File: config.mk
export PLATFORM = sky130hd
export DESIGN_NAME = stack_sequencer
export DESIGN_NICKNAME = d
export VERILOG_FILES = /design/src/rtl/stack_sequencer.sv
export SDC_FILE = /design/constraint.sdc
export NUM_CORES = 1
export LEC_CHECK = 0
export CELL_PAD_IN_SITES_DETAIL_PLACEMENT = 1
export CELL_PAD_IN_SITES_GLOBAL_PLACEMENT = 1
export CORE_UTILIZATION = 35
export DETAILED_ROUTE_END_ITERATION = 8
export GPL_TIMING_DRIVEN = 0
export PLACE_DENSITY = 0.82
export SYNTH_ARGS = -nofsm -noshare
export SYNTH_HDL_FRONTEND = slang
export SYNTH_SLANG_ARGS = --single-unit
File: constraint.sdc
create_clock -name clk_i -period 2.92 [get_ports clk_i]
set_input_delay 0.438 -clock clk_i [delete_from_list [all_inputs] [get_ports clk_i]]
set_output_delay 0.438 -clock clk_i [all_outputs]
set_load 0.01 [all_outputs]
File: src/rtl/stack_sequencer.sv
// Call/return sequencer driving a downstream shift-register stack through SETUP/SHIFT/DONE.
// Define STK_GUARD_EN to suppress the strobe on a push into a full stack (default: oldest entry is dropped).
module stack_sequencer #(
    parameter int DEPTH_MAX = 4
) (
    input  logic       clk_i,
    input  logic       nrst_i,
    input  logic       call_req_i,
    input  logic       ret_req_i,
    input  logic [9:0] pc_in_i,
    input  logic [9:0] sp_in_i,
    output logic       mode1_o,
    output logic       mode0_o,
    output logic       stk_en_o,
    output logic [9:0] pc_out_o,
    output logic       call_ack_o,
    output logic       ret_ack_o,
    output logic [9:0] ret_addr_o,
    output logic [2:0] depth_o,
    output logic       ovf_o,
    output logic       unf_o,
    output logic       busy_o,
    output logic [1:0] state_o
);

    // Handshake: a request is held high until its ACK pulse; it is sampled only in IDLE,
    // CALL has priority, and dropping a request after acceptance does not abort the operation.
    typedef enum logic [1:0] {IDLE = 2'd0, SETUP = 2'd1, SHIFT = 2'd2, DONE = 2'd3} state_t;

    localparam logic [2:0] DMAX = 3'(DEPTH_MAX);
`ifdef STK_GUARD_EN
    localparam logic GUARD = 1'b1;
`else
    localparam logic GUARD = 1'b0;
`endif

    state_t     state_q;
    logic       op_pop_q;
    logic [1:0] mode_q;
    logic       stk_en_q;
    logic [9:0] pc_out_q;
    logic [9:0] ret_addr_q;
    logic       call_ack_q;
    logic       ret_ack_q;
    logic [2:0] depth_q;
    logic       ovf_q;
    logic       unf_q;

    logic full;
    logic empty;
    logic skip;

    assign full  = (depth_q == DMAX);
    assign empty = (depth_q == 3'd0);
    // Underflow always skips the strobe; overflow only skips it when guarded.
    assign skip  = op_pop_q ? empty : (full & GUARD);

    always_ff @(posedge clk_i or negedge nrst_i) begin
        if (!nrst_i) begin
            state_q    <= IDLE;
            op_pop_q   <= 1'b0;
            mode_q     <= 2'b00;
            stk_en_q   <= 1'b0;
            pc_out_q   <= '0;
            ret_addr_q <= '0;
            call_ack_q <= 1'b0;
            ret_ack_q  <= 1'b0;
            depth_q    <= '0;
            ovf_q      <= 1'b0;
            unf_q      <= 1'b0;
        end else begin
            stk_en_q   <= 1'b0;
            call_ack_q <= 1'b0;
            ret_ack_q  <= 1'b0;
            case (state_q)
                IDLE: begin
                    if (call_req_i) begin
                        pc_out_q <= pc_in_i;
                        op_pop_q <= 1'b0;
                        mode_q   <= 2'b10;
                        state_q  <= SETUP;
                    end else if (ret_req_i) begin
                        ret_addr_q <= sp_in_i;
                        op_pop_q   <= 1'b1;
                        mode_q     <= 2'b11;
                        state_q    <= SETUP;
                    end
                end
                SETUP: begin
                    state_q  <= SHIFT;
                    stk_en_q <= ~skip;
                    if (op_pop_q) begin
                        if (empty) unf_q <= 1'b1;
                        else       depth_q <= depth_q - 3'd1;
                    end else begin
                        if (full) ovf_q <= 1'b1;
                        else      depth_q <= depth_q + 3'd1;
                    end
                end
                SHIFT: begin
                    state_q <= DONE;
                    mode_q  <= 2'b00;
                    if (op_pop_q) ret_ack_q  <= 1'b1;
                    else          call_ack_q <= 1'b1;
                end
                DONE: state_q <= IDLE;
                default: state_q <= IDLE;
            endcase
        end
    end

    assign mode1_o    = mode_q[1];
    assign mode0_o    = mode_q[0];
    assign stk_en_o   = stk_en_q;
    assign pc_out_o   = pc_out_q;
    assign ret_addr_o = ret_addr_q;
    assign call_ack_o = call_ack_q;
    assign ret_ack_o  = ret_ack_q;
    assign depth_o    = depth_q;
    assign ovf_o      = ovf_q;
    assign unf_o      = unf_q;
    assign busy_o     = (state_q != IDLE);
    assign state_o    = state_q;

endmodule

# Yosys cells after proc, flatten, opt, wreduce, memory -nomap -nowiden
# Cells that the tools add are included.
# word_totals
register_bits	33
in_bits	24
out_inout_bits	33
word_cells	52
# classes
add_sub_neg	2
n_eq_ne	7
muxes	17
bitwise_logic	3
reduce_logical	12
# ops
cell	count
$reduce_and A3 Y1	4
$mux W3	3
$mux W1	8
$mux W2	4
$pmux W2 S4	1
$reduce_and A2 Y1	3
$reduce_bool A2 Y1	3
$eq A2 B2 Y1 const B	2
$ne A2 B2 Y1 const B	2
$pmux W2 S2	1
$add A3 B1 Y3 const B	1
$eq A3 B3 Y1 const B	1
$logic_not A3 Y1	1
$ne A3 B3 Y1 const B	1
$not A1 Y1	3
$sub A3 B1 Y3 const B	1
$eq A2 B1 Y1 const B	1
$logic_not A2 Y1	1

# Logic depth before layout (Yosys ltp)
# Gate-level depths: netlist of the first run.
# depth
ltp_word	4
ltp_mapped	6
ltp_nobuf	5

# Least setup slack after synthesis of the first run
# No wires, ideal clock.
# synth_path
path_type	reg2reg
startpoint	register state_q[0], in the netlist state_o[0]
endpoint	register state_q[1], in the netlist state_o[1]
setup_ns	0.125
arrival_ns	1.484
t_required_ns	2.795
slack_ns	1.311
path_stages_with_launch	7
path_buffers	1
period_less_slack_ns	1.609
path_cell_list	dfrtp_1 > inv_1 > ha_1 > buf_6 > inv_4 > or3_4 > mux2_4
# synth_between
elab_chain_len	2
elab_cells_between_ends	6
classes_between	eq/ne (4); mux (1); reduce/logical (1)
# synth_lines
element	line	text
start: declaration	37	state_t state_q;
start signal: assignment	60	state_q <= IDLE;
start signal: assignment	81	state_q <= SETUP;
start signal: assignment	86	state_q <= SETUP;
$eq A2 B2 Y1 (tied with other cells)	75	case (state_q)
$pmux W2 S4 / $ne A3 B3 Y1 (equally long branches)	--	
# Parallel ways exist; a longest one is shown, timed or not.
# A chain may end at the register's enable or synchronous reset.

# Worst setup path in the final report of the first run
# layout_path
startpoint	register state_q[1], in the netlist state_o[1]
endpoint	output busy_o
# layout_between
elab_chain_len	1
# layout_lines
element	line	text
$reduce_bool A2 Y1	122	assign busy_o = (state_q != IDLE);
end: declaration	22	output logic busy_o,
# Every way passes these cells.

==> results of run 1 <==
==> synthesized netlist by cell type, drive strengths merged <==
| library cell | number |
|---|---|
| o21ai | 2 |
| a31o | 2 |
| o311ai | 1 |
| nor2 | 5 |
| a221oi | 1 |
| fa | 1 |
| a21boi | 1 |
| inv | 9 |
| nor3 | 1 |
| o221a | 1 |
| a2111o | 1 |
| buf | 2 |
| ha | 3 |
| o31ai | 1 |
| nand2 | 2 |
| mux2 | 21 |
| mux2i | 1 |
| or2 | 1 |
| a31oi | 1 |
| nor2b | 3 |
| a21oi | 4 |
| or3 | 1 |
| o21bai | 1 |
| dfrtp | 33 |
| nand3b | 1 |
| xor2 | 1 |
| nand2b | 1 |
| clkbuf | 2 |
==> routing by layer <==
metal | vias to the layer above | wire length, µm | global-route usage
met5 | - | 0 | 0
li1 | 481 | - | -
met1 | 515 | 1300 | 0.185
met3 | 9 | 265 | 0.0677
met4 | 0 | 88 | 0.0842
met2 | 48 | 1650 | 0.290
==> state kept, by name, summed over array words and instances, names as in the netlist <==
register and count:
pc_out_o 10, ret_addr_o 10, depth_o 3, mode_q 2
state_o 2, call_ack_o 1, op_pop_q 1, ovf_o 1
ret_ack_o 1, stk_en_o 1, unf_o 1
==> through the flow <==
stage | instances | setup slack, ns
final | 215 | 0.790
after global routing | 215 | 0.717
after CTS | 215 | 0.760
after detailed placement | 207 | 1.02
after global placement | 207 | 0.762
after floorplan | 104 | 1.31
==> how the worst max path moves through the flow <==
| stage | slack [ns] | startpoint | end |
|---|---|---|---|
| finish | 0.79 | state_o[1] | busy_o |
| global route | 0.72 | state_o[0] | busy_o |
| CTS | 0.76 | state_o[1] | busy_o |
| detailed placement | 1.02 | ret_req_i | ret_addr_o[1] |
| global placement | 0.76 | nrst_i | pc_out_o[2] |
| floorplan | 1.31 | state_o[0] | state_o[1] |
==> kinds of logic after synthesis <==
logic type / after synthesis / synth area share
fa+ha+maj: 4 / 0.0411
compound gates: 16 / 0.0830
mux: 22 / 0.179
buf+inv: 13 / 0.0437
simple gates: 15 / 0.0580
flops: 33 / 0.589
xor+xnor: 1 / 0.00625
==> layout make-up <==
class | instances | share of cell area
Tap cell | 48 | 0.0288
Multi-Input combinational cell | 58 | 0.246
Timing Repair Buffer | 55 | 0.261
Clock buffer | 8 | 0.0384
Buffer | 4 | 0.0120
Inverter | 9 | 0.0174
Sequential cell | 33 | 0.396
==> worst max-delay path, cell delays in order (launching register included) <==
cell,delay [ns]
dfrtp_1,0.40
inv_1,0.09
ha_1,0.20
buf_6,0.14
inv_4,0.06
clkdlybuf4s50_1,0.52
==> where the power goes <==
part	total [W]	internal [W]	leakage [nW]	switching [W]
combinational	0.00117	0.000693	0.466	0.000481
sequential	0.000827	0.000683	0.398	0.000145
clock	0.000326	0.000169	0.0395	0.000156
total	0.00233	0.00154	0.904	0.000782
==> impl_metrics.env, run 1 <==
export IMPL_startpoint_type="flip-flop"
export IMPL_drt_iter0_drc=42
export IMPL_clkLatencyLatePin_ns=0.28
export IMPL_postCtsSetupBuffers=0
export IMPL_finalPower_w=0.00233
export IMPL_cp_required_ns=2.48
export IMPL_synth_top_area_share=0.589
export IMPL_crit_type="flip-flop to output pin"
export IMPL_multiInputGateArea_um2=514
export IMPL_cts_buffers=5
export IMPL_synth_seq_cells=33
export IMPL_final_util=0.557
export IMPL_cts_tree="yes"
export IMPL_grtUsageTotal=0.171
export IMPL_antenna_found_initial=0
export IMPL_cts_resized=0
export IMPL_fmax_mhz=469
export IMPL_maxCapViolCount=0
export IMPL_seq_area_um2=826
export IMPL_hold_buffers=0
export IMPL_path_clk_slew_ns=0.06
export IMPL_hold_slack_ns=0.208
export IMPL_reg2reg_slack_ns=1.21
export IMPL_ff2ff_path_depth=6
export IMPL_hold_viol_final=0
export IMPL_gp_congestion=0.712
export IMPL_drc_errors=0
export IMPL_die_h_um=65.3
export IMPL_end_kind="output pin"
export IMPL_synth_warnings=0
export IMPL_post_route_cells_drive_above_1_share=0.216
export IMPL_setup_tns_ns=0
export IMPL_via_count=1053
export IMPL_htreeDepth=2
export IMPL_grt_pass1_vias=1127
export IMPL_r2r_start="state_o[1]"
export IMPL_setup_violations_final=0
export IMPL_postRouteAntennaNets=0
export IMPL_core_area_um2=3740
export IMPL_port_buffers=55
export IMPL_clockBufferDepth=2
export IMPL_leakagePower_nw=0.904
export IMPL_die_area_um2=4260
export IMPL_p_per_area_nw_per_um2=1110
export IMPL_dieWidth_um=65.3
export IMPL_antennaDiodeCount=0
export IMPL_ios=57
export IMPL_synth_area_um2=1400
export IMPL_wirelength_mm=3.31
export IMPL_syn_nets=132
export IMPL_place_area_um2=2010
export IMPL_slew_headroom=0.519
export IMPL_fill_cells=393
export IMPL_yosys_top_cells_area="dfrtp_1 (59%), mux2_2 (16%), ha_1 (2.7%), inv_1 (2.1%), a21oi_1 (1.4%)"
export IMPL_root_buffer="clkbuf_8"
export IMPL_grt_setup_unrepaired="false"
export IMPL_final_cell_area_um2=2090
export IMPL_syn_to_final_growth_pct=48.9
export IMPL_via_per_inst=4.90
export IMPL_min_period_ns=2.13
export IMPL_synthesis_instances=104
export IMPL_outcome="finished clean"
export IMPL_worstMarginPinSlew_ns=0.722
export IMPL_yosysUniqueCellTypes=32
export IMPL_yosys_area_top_type="dfrtp_1"
export IMPL_grt_ovfl_total=0
export IMPL_final_common_cell="clkdlybuf4s50_1"
export IMPL_grt_max_degree=34
export IMPL_reg2reg_to="depth_o[2]"
export IMPL_syn_avg_cell_area_um2=13.5
export IMPL_skew_ns=0.00568
export IMPL_ys_seq_area_frac=0.589
export IMPL_cp_max_fo=8
export IMPL_firstDrtPassIters=2
export IMPL_grt_pass1_wl_mm=5.42
export IMPL_fp_row_count=22
export IMPL_dp_hpwl_mm=2.45
export IMPL_layout_common_cells="clkdlybuf4s50_1 (54), dfrtp_1 (33), mux2_2 (20)"
export IMPL_hold_path_class="input pin to async pin"
export IMPL_start_util=0.374
export IMPL_timing_final_crit_share=0.730
export IMPL_cp_arrival_ns=1.69
export IMPL_wl_per_cell_um=15.4
export IMPL_ir_drop_uv=525
export IMPL_finalMaxSlewViolations=0
export IMPL_fin_nets=194
export IMPL_clock_sinks=33
Note: power is estimated with default switching activity, not from simulation.
==> run 2: changes to the inputs <==
Settings changed: CORE_UTILIZATION 35 to 33, PLACE_DENSITY 0.82 to 0.78.
Clock period 2.92 ns to 2.1 ns, I/O delays scaled along.
==> run 2 against run 1 <==
Sequential power grew 39%. Sequential share of layout area decreased by 0.17 points. Sequential cell count unchanged. Core utilization down 3.7 points. Wire length increased by 2.4%. Die area grew 5.9%. First-iteration DRC count grew 4.8%. Global-route usage fell by 0.97 points. Clock skew hardly changed. Critical path depth is the same. Power rose by 40%. Largest cell class unchanged. Clock power increased by 44%.
==> impl_metrics.env, run 2 (synthesis gave the netlist of run 1 again) <==
export IMPL_outcome="finished clean"
export IMPL_hold_buffers=0
export IMPL_gp_congestion=0.735
export IMPL_hold_viol_final=0
export IMPL_finalWorstSetupSlack_ns=0.0992
export IMPL_startpoint="state_o[0]"
export IMPL_reg2reg_slack_ns=0.41
export IMPL_fmax_mhz=500
export IMPL_cts_resized=0
export IMPL_crit_slowest_cell="clkdlybuf4s50_1"
export IMPL_final_cell_area_um2=2100
export IMPL_power_switching_w=0.00108
export IMPL_switching_share=0.333
export IMPL_layout_cells_non_filler=216
export IMPL_htreeDepth=2
export IMPL_path_clk_slew_ns=0.06
export IMPL_clkLatencyLatePin_ns=0.27
export IMPL_via_count=1017
export IMPL_grt_max_degree=34
export IMPL_power_frac_seq=0.355
export IMPL_dp_hpwl_mm=2.60
export IMPL_ir_drop_uv=731
export IMPL_hold_path_class="input pin to async pin"
export IMPL_end_kind="output pin"
export IMPL_clkPwrFrac=0.144
export IMPL_wirelength_mm=3.39
export IMPL_antenna_found_initial=0
export IMPL_postCtsSetupBuffers=0
export IMPL_worst_path_largest_cell_delay_ns=0.52
export IMPL_clock_sinks=33
export IMPL_met1_usage=0.188
export IMPL_ff2ff_path_depth=5
export IMPL_path_delay_family="buffers and inverters"
export IMPL_syn_to_final_growth_pct=49.6
export IMPL_via_per_inst=4.71
export IMPL_cp_max_fo=8
export IMPL_reg2reg_to="pc_out_o[6]"
export IMPL_worstPathCellList="inv_1 -> ha_1 -> buf_6 -> inv_4 -> clkdlybuf4s50_1"
export IMPL_p_per_area_nw_per_um2=1550
export IMPL_crit_buf_inv=4
export IMPL_crit_path_end="busy_o"
export IMPL_grt_setup_unrepaired="false"
export IMPL_antennaDiodeCount=0
export IMPL_setup_violations_final=0
export IMPL_cts_tree="yes"
export IMPL_leakagePower_nw=0.908
export IMPL_final_common_cell="clkdlybuf4s50_1"
export IMPL_r2r_start="state_o[0]"
export IMPL_maxCapViolCount=0
export IMPL_clockBufferDepth=2
export IMPL_fin_nets=194
export IMPL_wl_per_cell_um=15.7
export IMPL_root_buffer="clkbuf_8"
export IMPL_ios=57
export IMPL_fill_cells=432
export IMPL_worstMarginPinSlew_ns=0.742
export IMPL_slew_headroom=0.505
export IMPL_grt_pass1_vias=1139
export IMPL_finalMaxSlewViolations=0
export IMPL_cp_required_ns=1.78
export IMPL_port_buffers=55
export IMPL_die_h_um=67.2
export IMPL_start_util=0.348
export IMPL_worst_path_stages=5
export IMPL_post_route_cells_drive_above_1_share=0.223
export IMPL_grt_ovfl_total=0
export IMPL_final_util=0.520
export IMPL_fp_row_count=23
export IMPL_cts_buffers=5
export IMPL_crit_type="flip-flop to output pin"
export IMPL_cp_arrival_ns=1.69
export IMPL_gr_usage_met2=0.298
export IMPL_core_area_um2=4030
export IMPL_place_area_um2=2010
export IMPL_postRouteAntennaNets=0
export IMPL_grt_pass1_wl_mm=5.41
export IMPL_layout_common_cells="clkdlybuf4s50_1 (54), dfrtp_1 (33), mux2_2 (20)"
export IMPL_grtUsageTotal=0.162
export IMPL_pre_cts_ws_ns=0.313
export IMPL_timing_final_crit_share=0.953
export IMPL_drt_iter0_drc=44
export IMPL_drc_errors=0
export IMPL_min_period_ns=2.00
export IMPL_skew_ns=0.00570
export IMPL_firstDrtPassIters=4
export IMPL_setup_tns_ns=0
export IMPL_globalRouteMet3Util=0.0270
export IMPL_startpoint_type="flip-flop"
export IMPL_dieWidth_um=67.2
export IMPL_combPwrFrac=0.501
export IMPL_p_int_w=0.00217
export IMPL_die_area_um2=4510
export IMPL_place_inst=209
export IMPL_grt_busiest_layer="met2"
==> run 2: cell count changes in the layout (fill, tap and decap cells not counted) <==
cell      delta
clkbuf_1     -2
clkbuf_8     +1
==> run 2: worst min-delay path by stage <==
stage	to	slack, ns	cells after the start
final	pc_out_o[4]	0.10	1
after global routing	pc_out_o[4]	0.15	1
after CTS	pc_out_o[8]	0.12	1
after detailed placement	pc_out_o[4]	0.42	1
after global placement	unf_o	0.46	1
after floorplan	call_ack_o	0.02	0
==> run 2: routing by layer <==
metal | vias to the layer above | wire length (µm) | part of all wire
li1 | 478 | - | -
met1 | 512 | 1300 | 0.38
met2 | 27 | 1980 | 0.58
met3 | 0 | 106 | 0.031
met4 | 0 | 0 | 0
met5 | - | 0 | 0
==> run 2: power groups by stage <==
stage | Combinational (W) | Sequential, W | Clock, W
finish | 0.00163 | 0.00115 | 0.000469
global placement | 0.00158 | 0.00113 | 0
floorplan | 0.000672 | 0.00127 | 0
detailed placement | 0.00165 | 0.00117 | 0
CTS | 0.00166 | 0.00116 | 0.000488
global route | 0.00178 | 0.00119 | 0.000512
==> run 2: worst register-to-register path: cells and delay by family (launching register included) <==
family,cells,cell delay [ns]
flip-flops,1,0.40
buffers and inverters,2,0.23
AND/OR/NAND/NOR,1,0.34
adder cells (fa/ha/maj),1,0.22
multiplexers,1,0.40
==> run 2: layout make-up <==
class | instances | area (µm²) | area share
well taps | 50 | 62.6 | 0.0299
plain buffers | 4 | 25.0 | 0.0119
repair buffers | 55 | 546 | 0.260
flip-flops and latches | 33 | 826 | 0.394
inverters | 9 | 36.3 | 0.0173
clock buffers | 7 | 86.3 | 0.0412
multi-input cells | 58 | 514 | 0.245
==> run 2: through the flow <==
| stage | hold slack (ns) | total power [W] |
|---|---|---|
| floorplan | 0.0194 | 0.00195 |
| global placement | 0.455 | 0.00271 |
| detailed placement | 0.424 | 0.00282 |
| CTS | 0.119 | 0.00330 |
| global route | 0.152 | 0.00349 |
| finish | 0.104 | 0.00325 |
==> run 3: changes to the inputs <==
Settings changed: CORE_ASPECT_RATIO set to 1.5, CTS_CLUSTER_DIAMETER set to 80.
==> run 3 against run 2 <==
Core utilization rose by 0.30 points. Via count is 4.1% higher. Cell area decreased by 0.30%. First-iteration DRC count down 93%. Setup slack got worse by 0.016 ns. Critical path type unchanged. Critical endpoint unchanged. Highest routed layer is now met4.
==> impl_metrics.env, run 3 (synthesis gave the netlist of run 1 again) <==
export IMPL_multiInputGateArea_um2=514
export IMPL_cts_resized=0
export IMPL_wl_per_cell_um=16.3
export IMPL_ios=57
export IMPL_worst_path_largest_cell_delay_ns=0.52
export IMPL_clkLatencyLatePin_ns=0.28
export IMPL_syn_to_final_growth_pct=49.1
export IMPL_outcome="finished clean"
export IMPL_via_per_inst=5.02
export IMPL_setup_tns_ns=0
export IMPL_finalWorstSetupSlack_ns=0.0835
export IMPL_via_count=1059
export IMPL_cp_arrival_ns=1.70
export IMPL_leakagePower_nw=0.908
export IMPL_hold_slack_ns=0.0845
export IMPL_port_buffers=55
export IMPL_fp_row_count=28
export IMPL_postRouteAntennaNets=0
export IMPL_cp_max_fo=8
export IMPL_min_period_ns=2.02
export IMPL_dp_hpwl_mm=2.57
export IMPL_seq_area_um2=826
export IMPL_htreeDepth=2
export IMPL_p_per_area_nw_per_um2=1560
export IMPL_antenna_found_initial=0
export IMPL_clockBufferDepth=2
export IMPL_post_route_cells_drive_above_1_share=0.223
export IMPL_hold_viol_final=0
export IMPL_ir_drop_uv=745
export IMPL_drc_errors=0
export IMPL_skew_ns=0.00717
export IMPL_crit_buf_inv=4
export IMPL_finalMaxSlewViolations=0
export IMPL_fin_nets=194
export IMPL_fmax_mhz=496
export IMPL_finalPower_w=0.00326
export IMPL_fill_cells=444
export IMPL_cts_tree="yes"
export IMPL_hold_path_class="input pin to async pin"
export IMPL_start_util=0.351
export IMPL_pre_cts_ws_ns=0.328
export IMPL_wirelength_mm=3.43
export IMPL_dieWidth_um=55.2
export IMPL_maxCapViolCount=0
export IMPL_crit_type="flip-flop to output pin"
export IMPL_die_h_um=81.8
export IMPL_timing_final_crit_share=0.960
export IMPL_root_buffer="clkbuf_8"
export IMPL_grt_pass1_vias=1175
export IMPL_grt_max_degree=34
export IMPL_grt_ovfl_total=0
export IMPL_layout_common_cells="clkdlybuf4s50_1 (54), dfrtp_1 (33), mux2_2 (20)"
export IMPL_gp_congestion=0.724
export IMPL_crit_slowest_cell="clkdlybuf4s50_1"
export IMPL_clock_sinks=33
export IMPL_drt_iter0_drc=3
export IMPL_worstPathCellList="inv_1 -> ha_1 -> buf_6 -> inv_4 -> clkdlybuf4s50_1"
export IMPL_setup_violations_final=0
export IMPL_path_delay_family="buffers and inverters"
export IMPL_cp_required_ns=1.78
export IMPL_path_clk_slew_ns=0.07
export IMPL_grt_pass1_wl_mm=5.74
export IMPL_reg2reg_slack_ns=0.41
export IMPL_core_area_um2=3990
export IMPL_grtUsageTotal=0.168
export IMPL_postCtsSetupBuffers=0
export IMPL_slew_headroom=0.516
export IMPL_end_kind="output pin"
export IMPL_hold_buffers=0
export IMPL_grt_setup_unrepaired="false"
export IMPL_startpoint_type="flip-flop"
export IMPL_place_area_um2=2000
export IMPL_firstDrtPassIters=3
export IMPL_final_common_cell="clkdlybuf4s50_1"
export IMPL_final_cell_area_um2=2090
export IMPL_worstMarginPinSlew_ns=0.725
export IMPL_antennaDiodeCount=0
export IMPL_cts_buffers=5
export IMPL_die_area_um2=4520
run 3: metal layers:
layer | track usage | up-vias | routed length [µm]
met4 | 0.103 | 0 | 131
met5 | 0 | - | 0
met1 | 0.172 | 527 | 1250
met2 | 0.311 | 41 | 1900
met3 | 0.0394 | 11 | 150
li1 | - | 480 | -
run 3: through the flow:
| step | cells | utilization |
|---|---|---|
| floorplan | 104 | - |
| global placement | 204 | 0.503 |
| detailed placement | 204 | 0.502 |
| CTS | 211 | 0.523 |
| global route | 211 | 0.523 |
| finish | 211 | 0.523 |
run 3: cell type report:
cell class,count,share of cell area
clock buffers,7,0.0413
flip-flops and latches,33,0.395
multi-input cells,58,0.246
repair buffers,55,0.261
inverters,9,0.0174
plain buffers,4,0.0120
well taps,45,0.0269
run 3: where the power goes:
group          switching (W)  total, W  internal, W  leakage, nW
Sequential          0.000200   0.00115     0.000949        0.398
Clock               0.000218  0.000478     0.000260       0.0443
Combinational       0.000669   0.00163     0.000962        0.466
run 3: worst paths after layout:
check                            from       endpoint  cells past startpoint
setup / recovery           state_o[0]         busy_o                      5
min in group clk_i         call_req_i       op_pop_q                      2
hold / removal                 nrst_i      mode_q[0]                      1
setup reg to reg           state_o[0]    pc_out_o[7]                      5
hold reg to reg                 unf_o          unf_o                      1
max in group asynchronous      nrst_i  ret_addr_o[1]                      1
